<file path="src/rtl/mem_line_xfer.sv">
// Line transfer initiator: optional victim writeback, then line refill.
// Optional watchdog on each memory transaction: define MEM_TIMEOUT_EN.
module mem_line_xfer #(
    parameter int ADDR_W    = 28,
    parameter int LINE_W    = 128,
    parameter int TO_CYCLES = 64
) (
    input  logic              clk,
    input  logic              rst_n,
    input  logic              req_valid,
    input  logic [ADDR_W-1:0] req_addr,
    input  logic              req_dirty,
    input  logic [ADDR_W-1:0] vic_addr,
    input  logic [LINE_W-1:0] vic_data,
    output logic              busy,
    output logic              done,
    output logic [LINE_W-1:0] fill_data,
    output logic              err,
    output logic              mem_read,
    output logic              mem_write,
    output logic [ADDR_W-1:0] mem_addr,
    output logic [LINE_W-1:0] mem_wdata,
    input  logic [LINE_W-1:0] mem_rdata,
    input  logic              mem_ready
);

    typedef enum logic [2:0] {
        IDLE,
        WB,
        GAP,
        RD,
        DONE
    } state_t;

    state_t state;
    state_t state_n;

    logic [ADDR_W-1:0] lat_addr;
    logic              timeout;
    logic              in_xfer;

    assign in_xfer = (state == WB) || (state == RD);

`ifdef MEM_TIMEOUT_EN
    localparam int CNT_W = $clog2(TO_CYCLES + 1);

    logic [CNT_W-1:0] cnt;
    logic             err_q;

    assign timeout = in_xfer && (cnt == CNT_W'(TO_CYCLES - 1));
    assign err     = err_q;

    // Per-transaction watchdog; clears whenever a WB or RD phase starts
    always_ff @(posedge clk or negedge rst_n) begin
        if (!rst_n) begin
            cnt   <= '0;
            err_q <= 1'b0;
        end else begin
            if (in_xfer && (state_n == state)) begin
                cnt <= cnt + 1'b1;
            end else begin
                cnt <= '0;
            end
            if (timeout && !mem_ready) begin
                err_q <= 1'b1;
            end
        end
    end
`else
    logic unused_to;

    assign unused_to = (TO_CYCLES != 0);
    assign timeout   = 1'b0;
    assign err       = 1'b0;
`endif

    // State register
    always_ff @(posedge clk or negedge rst_n) begin
        if (!rst_n) begin
            state <= IDLE;
        end else begin
            state <= state_n;
        end
    end

    // Next-state logic; mem_ready wins over a same-cycle timeout
    always_comb begin
        state_n = state;
        unique case (state)
            IDLE: begin
                if (req_valid) begin
                    state_n = req_dirty ? WB : RD;
                end
            end
            WB: begin
                if (mem_ready) begin
                    state_n = GAP;
                end else if (timeout) begin
                    state_n = DONE;
                end
            end
            GAP: begin
                state_n = RD;
            end
            RD: begin
                if (mem_ready || timeout) begin
                    state_n = DONE;
                end
            end
            DONE: begin
                state_n = IDLE;
            end
            default: begin
                state_n = IDLE;
            end
        endcase
    end

    // Registered outputs, decoded from the state being entered
    always_ff @(posedge clk or negedge rst_n) begin
        if (!rst_n) begin
            busy      <= 1'b0;
            done      <= 1'b0;
            mem_read  <= 1'b0;
            mem_write <= 1'b0;
            mem_addr  <= '0;
            mem_wdata <= '0;
            fill_data <= '0;
            lat_addr  <= '0;
        end else begin
            busy      <= (state_n == WB) || (state_n == GAP)
                      || (state_n == RD);
            done      <= (state_n == DONE);
            mem_read  <= (state_n == RD);
            mem_write <= (state_n == WB);
            if ((state == IDLE) && req_valid) begin
                lat_addr <= req_addr;
                mem_addr <= req_dirty ? vic_addr : req_addr;
                if (req_dirty) begin
                    mem_wdata <= vic_data;
                end
            end
            if (state == GAP) begin
                mem_addr <= lat_addr;
            end
            if (state == RD) begin
                if (mem_ready) begin
                    fill_data <= mem_rdata;
                end else if (timeout) begin
                    fill_data <= '1;
                end
            end
        end
    end

endmodule
</file>
<file path="config.mk">
export PLATFORM = sky130hd
export DESIGN_NAME = mem_line_xfer
export DESIGN_NICKNAME = d
export VERILOG_FILES = /design/src/rtl/mem_line_xfer.sv
export SDC_FILE = /design/constraint.sdc
export NUM_CORES = 1
export LEC_CHECK = 0
export ABC_AREA = 1
export ABC_CLOCK_PERIOD_IN_PS = 3200
export CORE_AREA = 2 2 239 241
export DETAILED_ROUTE_END_ITERATION = 12
export DIE_AREA = 0 0 241 243
export HOLD_SLACK_MARGIN = 0.08
export PLACE_DENSITY = 0.46
export SLEW_MARGIN = 20
export SYNTH_ARGS = -nofsm -noshare
export SYNTH_HDL_FRONTEND = slang
export SYNTH_SLANG_ARGS = --single-unit
</file>
<file path="constraint.sdc">
create_clock -name clk -period 3.2 [get_ports clk]
set_input_delay 0.32 -clock clk [delete_from_list [all_inputs] [get_ports clk]]
set_output_delay 0.32 -clock clk [all_outputs]
set_load 0.02 [all_outputs]
</file>
Yosys cells after proc, flatten, opt, wreduce, memory -nomap -nowiden
Cells that the tools add are included.

operators by class
  reductions and logical operators = 7
  equal/unequal tests = 7
  mux-type cells = 8

operators by type and width
  kind                                                 number
  two-way mux 28 bit                                   3
  equality test 3 x 2 -> 1 bit, second input constant  4
  one-hot mux 3 bit (4 select lines)                   1
  two-way mux 3 bit                                    3
  equality test 3 x 1 -> 1 bit, second input constant  2
  AND reduction 2 bit                                  2
  equality test 3 bit, second input constant           1
  zero test 3 bit                                      1
  logical OR 1 bit                                     2
  two-way mux 2 bit                                    1
  nonzero test 2 bit                                   1
  logical AND 1 bit                                    1

word-level totals
  bits of input ports = 317
  logic and storage cells = 31
  output and inout bits = 289
  bits in registers = 319

Longest topological paths before layout
  word-level depth = 6
  gate-level depth with buffers = 9
  gate-level depth less buffers = 7

Worst setup path after synthesis
No wires, ideal clock.

  path kind = register to register
  start = register state[1]
  end = register mem_wdata[113]
  required time = 3077 ps
  arrival = 1195 ps
  library setup time = 123 ps
  period minus slack after synthesis = 1318 ps
  stages on the path, launching flop included = 7
  slack = 1882 ps
  path through = dfrtp_1 -> nor2_1 -> nand3_2 -> buf_4 -> clkbuf_1 -> o21ai_0 -> nand2_1

between the ends
  longest elaborated chain between the ends = 3

ends and longest elaborated chain
  what                           line  RTL
  start: declaration             35    state_t state;
  start signal: assignment       82    state <= state_n;
  zero test 3 bit                136   if ((state == IDLE) && req_valid) begin
  logical AND 1 bit              136
  AND reduction 2 bit (no line)  --
  end signal: assignment         140   mem_wdata <= vic_data;
  end: declaration               22    output logic [LINE_W-1:0] mem_wdata,

No other way between the ends.
A chain may end at the register's enable or synchronous reset.

Final worst setup path
  start = register state[0]
  end = register mem_addr[15]

between the ends
  longest elaborated chain between the ends = 3
  elaborated cells between the ends (all ways) = 5
  classes of those cells = 1 x eq/ne; 1 x mux; 3 x reduce/logical

ends and longest elaborated chain
  what                          line  RTL
  zero test 3 bit               136
  logical AND 1 bit             136
  nonzero test 2 bit (no line)  --
  end signal: assignment        138   mem_addr <= req_dirty ? vic_addr : req_addr;
  end signal: assignment        144   mem_addr <= lat_addr;
  end: declaration              21    output logic [ADDR_W-1:0] mem_addr,

Several ways; a longest one is shown, not always the timed one.

==> impl_results.md <==
- Crit Path Category: reg -> reg
- Dpl ws: 986 ps
- RSZ-0062 raised after global routing: no
- R2R setup slack: 1150 ps
- Distinct cells, synth: 17
- Post-route ant nets: 0
- Post-synth top area share: 61.5%
- Max-Cap Viols: 0
- Fin. Hold Viols: 0
- Die area: 58600 sq um
- H-tree Lvls: 2
- Hold path depth: 3
- Post-Synth Simple-Gate Area: 26.0%
- DRC errors left: 0
- IO Port Bufs: 604
- Post_cts resized: 0
- CP arrival: 2510 ps
- CTS Buf Count: 41
- Root Buffer Master: clkbuf_16
- Register bit count reported by yosys: 319
- Drt pass-1 iters: 5
- Post-route minimum period: 2050 ps
- Largest net degree at the start of global routing: 170
- Setup crit end: mem_addr[15]
- First-pass GRT wire length: 75500 um
- CTS clk-pin slew, worst paths: 60 ps
- CTS tree: built
- Leak: 10.1 nW
- Initial antenna violation count: 8
- Critical Path Start: state[0]
- Final non-filler cell area: 21200 sq um
- Area grow syn2layout: 62.9%
- Vias per cell: 4.12
- Synth Instances: 1535
- Main combinational cell family by area after synthesis: simple AND/OR/NAND/NOR gates
- Cell taking the most area after synthesis: dfrtp_1
- Starting Density: 23.2%
- Clock sinks: 319
- WL per Instance: 17.3 um
- Power per cell area: 996 nW/um^2
- Max frequency: 489 MHz
- Most numerous cell in the Yosys netlist: nand2_1
- Relative slew slack: 46.6%
- TNS Setup: 0 ps
- CP Capture Type: flip-flop
- Ys async rst share: 100%
- Worst R2R End: mem_addr[15]
- Synth Net Count: 1852
- Mapped Area: 13000 sq um
- Post-Syn Area per Cell: 8.46 sq um
- Routed Wire Length: 50100 um
- Post-synth EDFFs: 0
- Sequential cell area fraction in the yosys report: 61.5%
- Clock Path Buffers: 3
- Synth warn: 0
- Post-synth top cells: 879 x nand2_1, 319 x dfrtp_1, 184 x o21ai_0
- Worst R2R Path Depth: 8
- Synth Flop Type: dfrtp_1
- Post-DP HPWL: 35200 um
- Critical Path Source Type: flip-flop
- RePlAce Congestion: 0.808
- Worst Setup Slack, final: 1150 ps
- Max IR drop VDD: 0.424 mV
- Largest cells by area after synthesis: dfrtp_1 61%, nand2_1 25%, o21ai_0 7.1%, buf_2 1.5%, buf_6 1.1%
- Placed cells: 2820
- Number of DRC markers in iteration 0: 638
- Top Ports: 606
- Worst-skew pair later-pin latency: 560 ps
- Final setup vio count: 0
- Non-Filler Instances: 2898
- Max-slew violation count: 0
- Synth Area in Adders: 0%
- Reg-to-Reg Start: state[0]
- Fillers: 5829
- DP Area: 19700 sq um
- Die W: 241 um
- Nets: 2425
- Worst-margin pin slew: 802 ps
- Critical Path RT: 3670 ps
- Post-synthesis xor/xnor area fraction: 0%
- Global Route Usage Sum: 16.8%
- Vias in the first global route: 12345
- Multiplexer share of the synthesized area: 0%
- Crit Path Max Fanout: 28
- Power, Total: 21.1 mW
- HP Class: in -> reg
- FP Rows: 87
- Vertical die dimension: 243 um
- Status: finished, final reports clean
- Grt ovf: 0
- Vias: 11948
- Final period utilization: 63.9%
- Core ar.: 56000 sq um
- Clock Skew: 30.8 ps
- Synth Area in Compound Gates: 7.13%
- Share of post-route cells with drive strength above 1: 4.58%
[sequential cells by signal, summed over array words and instances, names as in the netlist]
signal,cells
fill_data,128
mem_wdata,128
lat_addr,28
mem_addr,28
state,3
busy,1
done,1
mem_read,1
mem_write,1
[cell usage in the layout, fill, tap and decap left out]
| master | count |
|---|---|
| nand2_1 | 878 |
| clkinv_8 | 1 |
| buf_8 | 1 |
| clkbuf_1 | 6 |
| inv_1 | 36 |
| clkbuf_8 | 15 |
| o21ai_0 | 184 |
| bufinv_16 | 2 |
| nand3_1 | 4 |
| dfrtp_1 | 319 |
| buf_4 | 7 |
| conb_1 | 1 |
| buf_2 | 1 |
| inv_4 | 1 |
| nor2_1 | 7 |
| inv_2 | 5 |
| nor2_4 | 1 |
| clkdlybuf4s50_1 | 602 |
| clkinv_2 | 7 |
| diode_2 | 4 |
| buf_12 | 11 |
| nand2_4 | 1 |
| nand3_4 | 1 |
| clkinv_4 | 1 |
| clkinv_1 | 1 |
| clkbuf_16 | 42 |
| dlygate4sd3_1 | 1 |
| a21oi_1 | 1 |
| nand3_2 | 1 |
[cells by family after synthesis]
logic type,Yosys count
other cells,1
flops,319
buf+inv,137
compound gates,185
simple gates,893
[per-stage QoR]
| stage | hold slack, ps | utilization, % |
|---|---|---|
| 2_1_floorplan | 24.4 | - |
| 3_3_place_gp | 443 | 35.3 |
| 3_5_place_dp | 441 | 35.3 |
| 4_1_cts | 257 | 37.8 |
| 5_1_grt | 274 | 37.8 |
| 6_report | 298 | 37.8 |
[what timing repair did]
action                    4_1_cts  5_1_grt
hold buffers                    1        0
hold endpoints to repair       83        0
buffers inserted                0        0
[area by class of cell]
cell class	count	area (sq um)	share of cell area [%]
Sequential cell	319	7980	37.7
Timing Repair Buffer	623	6330	29.9
Multi-Input combinational cell	1079	4320	20.4
Clock buffer	63	1280	6.05
Tap cell	756	946	4.47
Inverter	44	169	0.799
Clock inverter	10	115	0.544
Antenna cell	4	10.0	0.0473
[metal layers]
| metal | share of wire [%] | routed length, um | up-vias | global-route usage [%] |
|---|---|---|---|---|
| met1 | 39 | 19600 | 5623 | 19.6 |
| met4 | 2.5 | 1250 | 6 | 5.61 |
| met3 | 9.1 | 4560 | 82 | 6.43 |
| li1 | - | - | 5872 | - |
| met5 | 0.078 | 39 | - | 0 |
| met2 | 49 | 24700 | 365 | 28.1 |
[how the worst min path moves through the flow]
stage / startpoint / end / slack (ps)
finish: vic_data[52] / mem_wdata[52] / 300
global route: mem_rdata[113] / fill_data[113] / 270
CTS: mem_rdata[27] / fill_data[27] / 260
detailed placement: rst_n / mem_wdata[77] / 440
global placement: rst_n / mem_wdata[85] / 440
floorplan: rst_n / busy / 20
[power by group]
part | switching (mW) | leakage [nW] | internal, mW
registers | 0.978 | 4.00 | 5.88
clock network | 1.82 | 0.695 | 2.91
logic | 5.39 | 5.39 | 4.09
[worst max-delay path: stages, from the launching register on]
cell     delay [ps]
dfrtp_1         440
inv_2           110
nand3_2         360
buf_4           350
inv_2           380
nand2_1         120
nand2_1          80
nand2_1          50
nand2_1          60
(Power assumes the default switching activity.)
